$ cat src/rtl/bcd_stream_monitor.sv
// bcd_stream_monitor
//   Checks an incoming valid-qualified BCD digit stream for +1 (mod 10)
//   progression. Locks after LOCK_CNT consecutive correct steps and drops
//   back to hunting after UNLOCK_CNT consecutive bad digits while locked.
//   Flags illegal codes (10..15) and sequence breaks.
//
// Build option:
//   BCD_MON_ERRCNT_EN  defined   -> saturating err_count with synchronous clear
//                      undefined -> err_count tied to 0, clear ignored
//
// Ports:
//   clk        rising-edge clock
//   rst_n      asynchronous active-low reset
//   in_valid   bcd_in is sampled this cycle
//   bcd_in     incoming digit
//   clear      synchronous clear of err_count
//   locked     high while in LOCKED
//   seq_err    one-cycle pulse, bad digit while LOCKED
//   code_err   one-cycle pulse, illegal code sampled
//   err_count  saturating count of seq_err pulses
//   expected   next expected digit, 0 in IDLE
//
// state  | meaning
// -------+------------------------------------------------------------
// IDLE   | no history; next legal digit seeds the reference
// HUNT   | reference seeded, counting consecutive correct steps
// LOCKED | stream tracked; mismatches raise seq_err
module bcd_stream_monitor #(
   parameter int unsigned LOCK_CNT   = 4,
   parameter int unsigned UNLOCK_CNT = 2,
   parameter int unsigned ERR_W      = 8
) (
   input  logic             clk,
   input  logic             rst_n,
   input  logic             in_valid,
   input  logic [3:0]       bcd_in,
   input  logic             clear,
   output logic             locked,
   output logic             seq_err,
   output logic             code_err,
   output logic [ERR_W-1:0] err_count,
   output logic [3:0]       expected
);

   typedef enum logic [1:0] {
      ST_IDLE   = 2'd0,
      ST_HUNT   = 2'd1,
      ST_LOCKED = 2'd2
   } state_t;

   localparam logic [3:0] LOCK_C   = LOCK_CNT[3:0];
   localparam logic [3:0] UNLOCK_C = UNLOCK_CNT[3:0];

   function automatic logic [3:0] bcd_succ(input logic [3:0] v);
      return (v == 4'd9) ? 4'd0 : v + 4'd1;
   endfunction

   state_t     state_q, state_d;
   logic [3:0] ref_q, ref_d;
   logic [3:0] good_q, good_d;
   logic [3:0] bad_q, bad_d;
   logic       seq_d, code_d;
   logic       locked_q, seq_q, code_q;
   logic [3:0] expected_q, expected_d;

   logic       legal;
   logic [3:0] exp_cur;
   logic       match;

   assign legal   = (bcd_in <= 4'd9);
   assign exp_cur = bcd_succ(ref_q);
   assign match   = (bcd_in == exp_cur);

   always_comb begin
      state_d = state_q;
      ref_d   = ref_q;
      good_d  = good_q;
      bad_d   = bad_q;
      seq_d   = 1'b0;
      code_d  = 1'b0;
      if (in_valid) begin
         case (state_q)
            ST_IDLE: begin
               if (legal) begin
                  ref_d   = bcd_in;
                  good_d  = 4'd0;
                  state_d = ST_HUNT;
               end else begin
                  code_d = 1'b1;
               end
            end
            ST_HUNT: begin
               if (!legal) begin
                  code_d  = 1'b1;
                  state_d = ST_IDLE;
               end else if (match) begin
                  ref_d  = bcd_in;
                  good_d = good_q + 4'd1;
                  if (good_d == LOCK_C) begin
                     state_d = ST_LOCKED;
                     bad_d   = 4'd0;
                  end
               end else begin
                  // reseed on a legal mismatch; not an error before lock
                  ref_d  = bcd_in;
                  good_d = 4'd0;
               end
            end
            ST_LOCKED: begin
               if (match) begin
                  ref_d = bcd_in;
                  bad_d = 4'd0;
               end else begin
                  seq_d  = 1'b1;
                  code_d = !legal;
                  // illegal codes coast on the predicted digit, legal ones resync
                  ref_d  = legal ? bcd_in : exp_cur;
                  bad_d  = bad_q + 4'd1;
                  if (bad_d == UNLOCK_C) begin
                     state_d = ST_HUNT;
                     good_d  = 4'd0;
                  end
               end
            end
            default: state_d = ST_IDLE;
         endcase
      end
   end

   assign expected_d = (state_d == ST_IDLE) ? 4'd0 : bcd_succ(ref_d);

   always_ff @(posedge clk or negedge rst_n) begin
      if (!rst_n) begin
         state_q    <= ST_IDLE;
         ref_q      <= 4'd0;
         good_q     <= 4'd0;
         bad_q      <= 4'd0;
         locked_q   <= 1'b0;
         seq_q      <= 1'b0;
         code_q     <= 1'b0;
         expected_q <= 4'd0;
      end else begin
         state_q    <= state_d;
         ref_q      <= ref_d;
         good_q     <= good_d;
         bad_q      <= bad_d;
         locked_q   <= (state_d == ST_LOCKED);
         seq_q      <= seq_d;
         code_q     <= code_d;
         expected_q <= expected_d;
      end
   end

   assign locked   = locked_q;
   assign seq_err  = seq_q;
   assign code_err = code_q;
   assign expected = expected_q;

`ifdef BCD_MON_ERRCNT_EN
   logic [ERR_W-1:0] err_q, err_d;

   always_comb begin
      err_d = err_q;
      if (clear) begin
         err_d = '0;
      end else if (seq_d && (err_q != {ERR_W{1'b1}})) begin
         err_d = err_q + 1'b1;
      end
   end

   always_ff @(posedge clk or negedge rst_n) begin
      if (!rst_n) begin
         err_q <= '0;
      end else begin
         err_q <= err_d;
      end
   end

   assign err_count = err_q;
`else
   logic unused_clear;
   assign unused_clear = clear;
   assign err_count    = '0;
`endif

endmodule

$ cat config.mk
export PLATFORM = sky130hd
export DESIGN_NAME = bcd_stream_monitor
export DESIGN_NICKNAME = d
export VERILOG_FILES = /design/src/rtl/bcd_stream_monitor.sv
export SDC_FILE = /design/constraint.sdc
export NUM_CORES = 1
export LEC_CHECK = 0
export CAP_MARGIN = 20
export CORE_MARGIN = 2
export CORE_UTILIZATION = 54
export CTS_CLUSTER_SIZE = 20
export DETAILED_ROUTE_END_ITERATION = 6
export GPL_TIMING_DRIVEN = 0
export PLACE_DENSITY = 0.88
export REMOVE_ABC_BUFFERS = 1
export SLEW_MARGIN = 40
export SYNTH_ARGS = -nofsm -noshare
export SYNTH_HDL_FRONTEND = slang
export SYNTH_SLANG_ARGS = --single-unit
$ cat constraint.sdc
create_clock -name clk -period 2.8 [get_ports clk]
set_input_delay 0.56 -clock clk [delete_from_list [all_inputs] [get_ports clk]]
set_output_delay 0.56 -clock clk [all_outputs]
set_load 0.02 [all_outputs]
==> Word level (Yosys, flattened, before mapping) <==
Cells that the tools add are included.
Widths: inputs -> output; s select.
{ "classes": {"addsub": 4, "n_mux": 34, "eq_ne": 14, "n_reduce_logical": 8, "order_cmp": 1} }
{ "ops": {"columns": ["cell", "count"], "rows": [
  ["$mux 4", 16],
  ["$add 4x1->4 const B", 4],
  ["$pmux 4 s2", 2],
  ["$mux 2", 7],
  ["$ne 2x2->1 const B", 6],
  ["$pmux 4 s3", 1],
  ["$eq 4x4->1 const B", 2],
  ["$mux 1", 6],
  ["$pmux 2 s3", 1],
  ["$reduce_and 6->1", 1],
  ["$reduce_and 5->1", 1],
  ["$eq 2x2->1 const B", 2],
  ["$eq 4x2->1 const B", 1],
  ["$eq 4x3->1 const B", 1],
  ["$eq 4x4->1", 1],
  ["$le 4x4->1 const B", 1],
  ["$logic_not 2->1", 2],
  ["$reduce_bool 3->1", 1],
  ["$eq 2x1->1 const B", 1],
  ["$pmux 1 s2", 1],
  ["$reduce_bool 2->1", 1],
  ["$reduce_or 2->1", 1],
  ["$logic_not 1->1", 1]
]} }
{ "totals": {"word_cells": 69, "reg_bits": 21, "out_inout_bits": 15} }

==> Depth between registers and ports, before layout <==
{ "depth": {"ltp_word": 9, "mapped_depth": 11, "ltp_nobuf": 11} }

==> Least setup slack after synthesis <==
Ideal clock, no wire load.
{ "synth_path": {"kind": "register to register", "from": "register ref_q[0]", "to": "register expected_q[2] (netlist: expected[2])", "t_arrival_ns": 2.450, "path_stages_with_launch": 11, "slack_ns": 0.219, "period_less_slack_ns": 2.581, "n_path_buf": 0, "path_cell_list": "dfrtp_1 -> ha_1 -> nand4bb_1 -> a211o_1 -> o31ai_1 -> nand4_1 -> a31oi_2 -> ha_1 -> a41oi_1 -> a21oi_1 -> nor2_1"} }
{ "synth_between": {"elab_chain_cells": 9, "word_cells_on_any_way": 19, "cone_classes": "add/sub (2); eq/ne (3); mux (13); reduce/logical (1)"} }
{ "synth_lines": {"columns": ["element", "line_no", "text"], "rows": [
  ["from (decl)", "59", "logic [3:0] ref_q, ref_d;"],
  ["from (signal assigned)", "144", "ref_q <= ref_d;"],
  ["$add 4x1->4 / $eq 4x4->1 (equally long branches)", "55", "return (v == 4'd9) ? 4'd0 : v + 4'd1;"],
  ["$mux 4", "55", null],
  ["$eq 4x4->1 / $mux 4 (equally long branches)", "72, 117", null],
  ["$mux 4", "110", "if (match) begin"],
  ["$pmux 4 s2", "82", "case (state_q)"],
  ["$mux 4 *", "81", "if (in_valid) begin"],
  ["named net ref_d[0]", "59", null],
  ["$add 4x1->4 / $eq 4x4->1 (equally long branches)", "55", null],
  ["$mux 4 *", "55", null],
  ["$mux 4 *", "130", "assign expected_d = (state_d == ST_IDLE) ? 4'd0 : bcd_succ(ref_d);"],
  ["named net expected_d[2]", "64", "logic [3:0] expected_q, expected_d;"],
  ["to (signal assigned)", "150", "expected_q <= expected_d;"],
  ["to (decl)", "64", null]
]} }
Mark *: on every way through the listed nets, which the timed path passes. The rest lies on a longest branch.
A chain may end at the register's enable or synchronous reset.

==> Worst setup path after layout <==
{ "layout_path": {"from": "input port in_valid", "to": "register expected_q[3] (netlist: expected[3])"} }
{ "layout_between": {"elab_chain_cells": 4, "word_cells_on_any_way": 7, "cone_classes": "add/sub (1); eq/ne (1); mux (4); reduce/logical (1)"} }
{ "layout_lines": {"columns": ["element", "line_no", "text"], "rows": [
  ["from (decl)", "35", "input logic in_valid,"],
  ["$mux 4 *", "81", null],
  ["named net ref_d[1]", "59", null],
  ["$add 4x1->4 / $eq 4x4->1 (equally long branches)", "55", null],
  ["$mux 4 *", "55", null],
  ["$mux 4 *", "130", null],
  ["named net expected_d[3]", "64", null]
]} }
Marks and branches as above.

==> results.json <==
{
  "num_io_pins": 23,
  "postPlaceCellArea_um2": 1680,
  "clkLatencyLatePin_ns": 0.30,
  "ys_top_cells_by_area": "dfrtp_1 (33%), ha_1 (6.3%), o21ai_1 (4.8%)",
  "ys_warn_count": 0,
  "diodes": 0,
  "cap_violations": 0,
  "fin_nets": 211,
  "first_iter_violations": 74,
  "worstPathRequired_ns": 3.03,
  "row_count": 19,
  "period_needed_ns": 2.73,
  "hold_class": "in2async",
  "ys_seq_area_frac": 0.333,
  "drt_pre_antenna_iters": 4,
  "clk_path_buf_depth": 2,
  "final_area_um2": 1800,
  "cts_tree": "yes",
  "synth.distinct_cells": 48,
  "async_reset_ff_frac": 1.00,
  "cp_common_cell": "a21oi_2",
  "die_x_um": 58.0,
  "ctsHtreeMaxLevel": 1,
  "overflow": 0,
  "final_max_slew_viol_count": 0,
  "slew_headroom": 0.625,
  "ir_drop_v": 0.000397,
  "ys_ff_latch": 21,
  "status": "complete, no violations",
  "worstPathCellList": "clkdlybuf4s50_1 -> a21boi_1 -> o22ai_1 -> nor2_1 -> inv_1 -> ha_1 -> a41oi_1 -> a21oi_2 -> a21oi_2",
  "cts_sinks": 21,
  "area_delta_synth_final_pct": 14.1,
  "worst-setup-path-type": "in2reg",
  "cp.arrival_ns": 2.97,
  "syn_avg_cell_area_um2": 8.76,
  "wl_per_cell_um": 16.0,
  "antenna_found_initial": 0,
  "p_leak_nw": 0.813,
  "worst_pin_slew_ns": 0.562,
  "dp.cells": 216,
  "dpl.hpwl_mm": 2.55,
  "die-area_um2": 3370,
  "hold_violations": 0,
  "clock.fmax_ghz": 0.366,
  "drc": 0,
  "final.setup_skew_ns": 0.00113,
  "ant_nets": 0,
  "syn_inst": 180,
  "post-route-util": 0.652,
  "grt_pass1_vias": 1299,
  "portBuffers": 13,
  "start_kind": "input port",
  "setup_viol": 0,
  "path_clk_slew_ns": 0.11,
  "finalWirelength_mm": 3.60,
  "n_fill_cell": 211,
  "start_util": 0.572,
  "slowest_stage": "clkdlybuf4s50_1",
  "yosysTopAreaCell": "dfrtp_1",
  "synthFlopType": "dfrtp_1",
  "cts_buffers": 3,
  "period_share": 0.976,
  "synth_top_cell_area_share": 0.333,
  "synth_area_um2": 1580,
  "crit_path_end_kind": "register",
  "max_stage_delay_ns": 0.72,
  "fp.dieH_um": 58.0,
  "grt_pass1_wl_mm": 5.83,
  "cts_root_buf": "clkbuf_4",
  "holdWs_ns": 0.192,
  "grt_max_degree": 22,
  "powerDensity_nw_per_um2": 437,
  "num_vias": 1412,
  "drive_gt1_frac": 0.149,
  "core_area_um2": 2760,
  "viasPerCell": 6.28,
  "stdcell_count": 225,
  "synth_edf_count": 0,
  "path_max_fanout": 12,
  "mostFrequentLayoutCells": "nand2_1 (19), dfrtp_1 (19), o21ai_1 (13), nor2_1 (9), clkdlybuf4s50_1 (9)",
  "track_usage": 0.226,
  "p_total_w": 0.000786,
  "gp_congestion": 0.874,
  "cts-hold-fix-buffers": 0
}
-- timing repair --
| action | in CTS | in global routing |
|---|---|---|
| setup buffers | 0 | 5 |
| resized for setup | 5 | 8 |
| setup endpoints to repair | 4 | 4 |
| pin swaps | 0 | 3 |
-- cell usage after synthesis (2+ instances only) --
cell type  instances
a41oi_1            2
clkbuf_1           6
and2_1             3
a311oi_1           2
a21boi_0           2
nand4_1            2
xnor2_1            5
dfrtp_1           21
nand2b_1           6
and3b_1            2
nor2b_1            5
nand3_1            4
ha_1               8
o21ai_1           15
nand2_1           19
nor3_1             7
o21ai_0            4
buf_4              8
nor2_1             9
a21o_1             5
o22ai_1            4
inv_1              6
a211o_1            2
a21oi_1            5
xor2_1             2
a22oi_1            2
o31ai_1            3
-- path summary, 6_finish.rpt --
| path | slack (ns) | endpoint | cells past startpoint | startpoint |
|---|---|---|---|---|
| max | 0.07 | expected[3] | 9 | in_valid |
| min | 0.19 | good_q[2] | 1 | rst_n |
| max reg2reg | 0.14 | expected[2] | 11 | ref_q[1] |
| min reg2reg | 0.54 | good_q[2] | 1 | good_q[2] |
| max in group asynchronous | 2.27 | ref_q[1] | 1 | rst_n |
| min in group clk | 0.54 | good_q[2] | 1 | good_q[2] |
-- per-layer routing --
| metal | share of wire | up-vias | track usage | wire length, um |
|---|---|---|---|---|
| li1 | - | 660 | - | - |
| met4 | 0.038 | 0 | 0.123 | 136 |
| met1 | 0.41 | 668 | 0.284 | 1460 |
| met3 | 0.066 | 16 | 0.0357 | 238 |
| met2 | 0.49 | 68 | 0.372 | 1760 |
| met5 | 0 | - | 0 | 0 |
-- power breakdown --
group | total [W] | leakage [nW] | switching [W] | internal [W]
logic | 0.000297 | 0.518 | 0.000173 | 0.000125
registers | 0.000346 | 0.277 | 0.0000225 | 0.000323
clock network | 0.000142 | 0.0177 | 0.0000889 | 0.0000533
-- critical path: cells and delay by family --
family | cells | cell delay [ns]
buffers and inverters | 2 | 0.83
AND/OR/NAND/NOR | 1 | 0.34
adder cells (fa/ha/maj) | 1 | 0.20
AO/OA/AOI/OAI | 5 | 1.01
-- cells by family after synthesis --
family,after synthesis,synth area share
other,1,0.00238
and+or+nand+nor,62,0.211
buffers and inverters,22,0.0722
adders and majority gates,8,0.0635
DFF,21,0.333
xor gates and xnor gates,8,0.0492
muxes,1,0.00873
AOI/OAI and AO/OA,57,0.260
-- flip-flops by register name, indices dropped and copies added, names as in the netlist --
register / cells
bad_q: 4
code_err: 1
expected: 4
good_q: 4
locked: 1
ref_q: 4
seq_err: 1
state_q: 2
-- final cells by class --
| type | count | area (um2) | share of cell area |
|---|---|---|---|
| sequential | 21 | 528 | 0.293 |
| inverter | 7 | 26.3 | 0.0146 |
| tap | 31 | 38.8 | 0.0216 |
| timing repair buffer | 18 | 170 | 0.0946 |
| clock buffer | 3 | 22.5 | 0.0125 |
| clock inverter | 1 | 5.00 | 0.00278 |
| multi-input combinational | 144 | 1010 | 0.561 |
-- through the flow --
step | setup slack, ns | setup TNS [ns]
after floorplan | 0.219 | 0
after global placement | -0.365 | -1.40
after detailed placement | -0.453 | -1.76
after CTS | 0.00431 | 0
after global routing | -0.0506 | -0.144
final | 0.0664 | 0
Note: power is estimated with default switching activity, not from simulation.
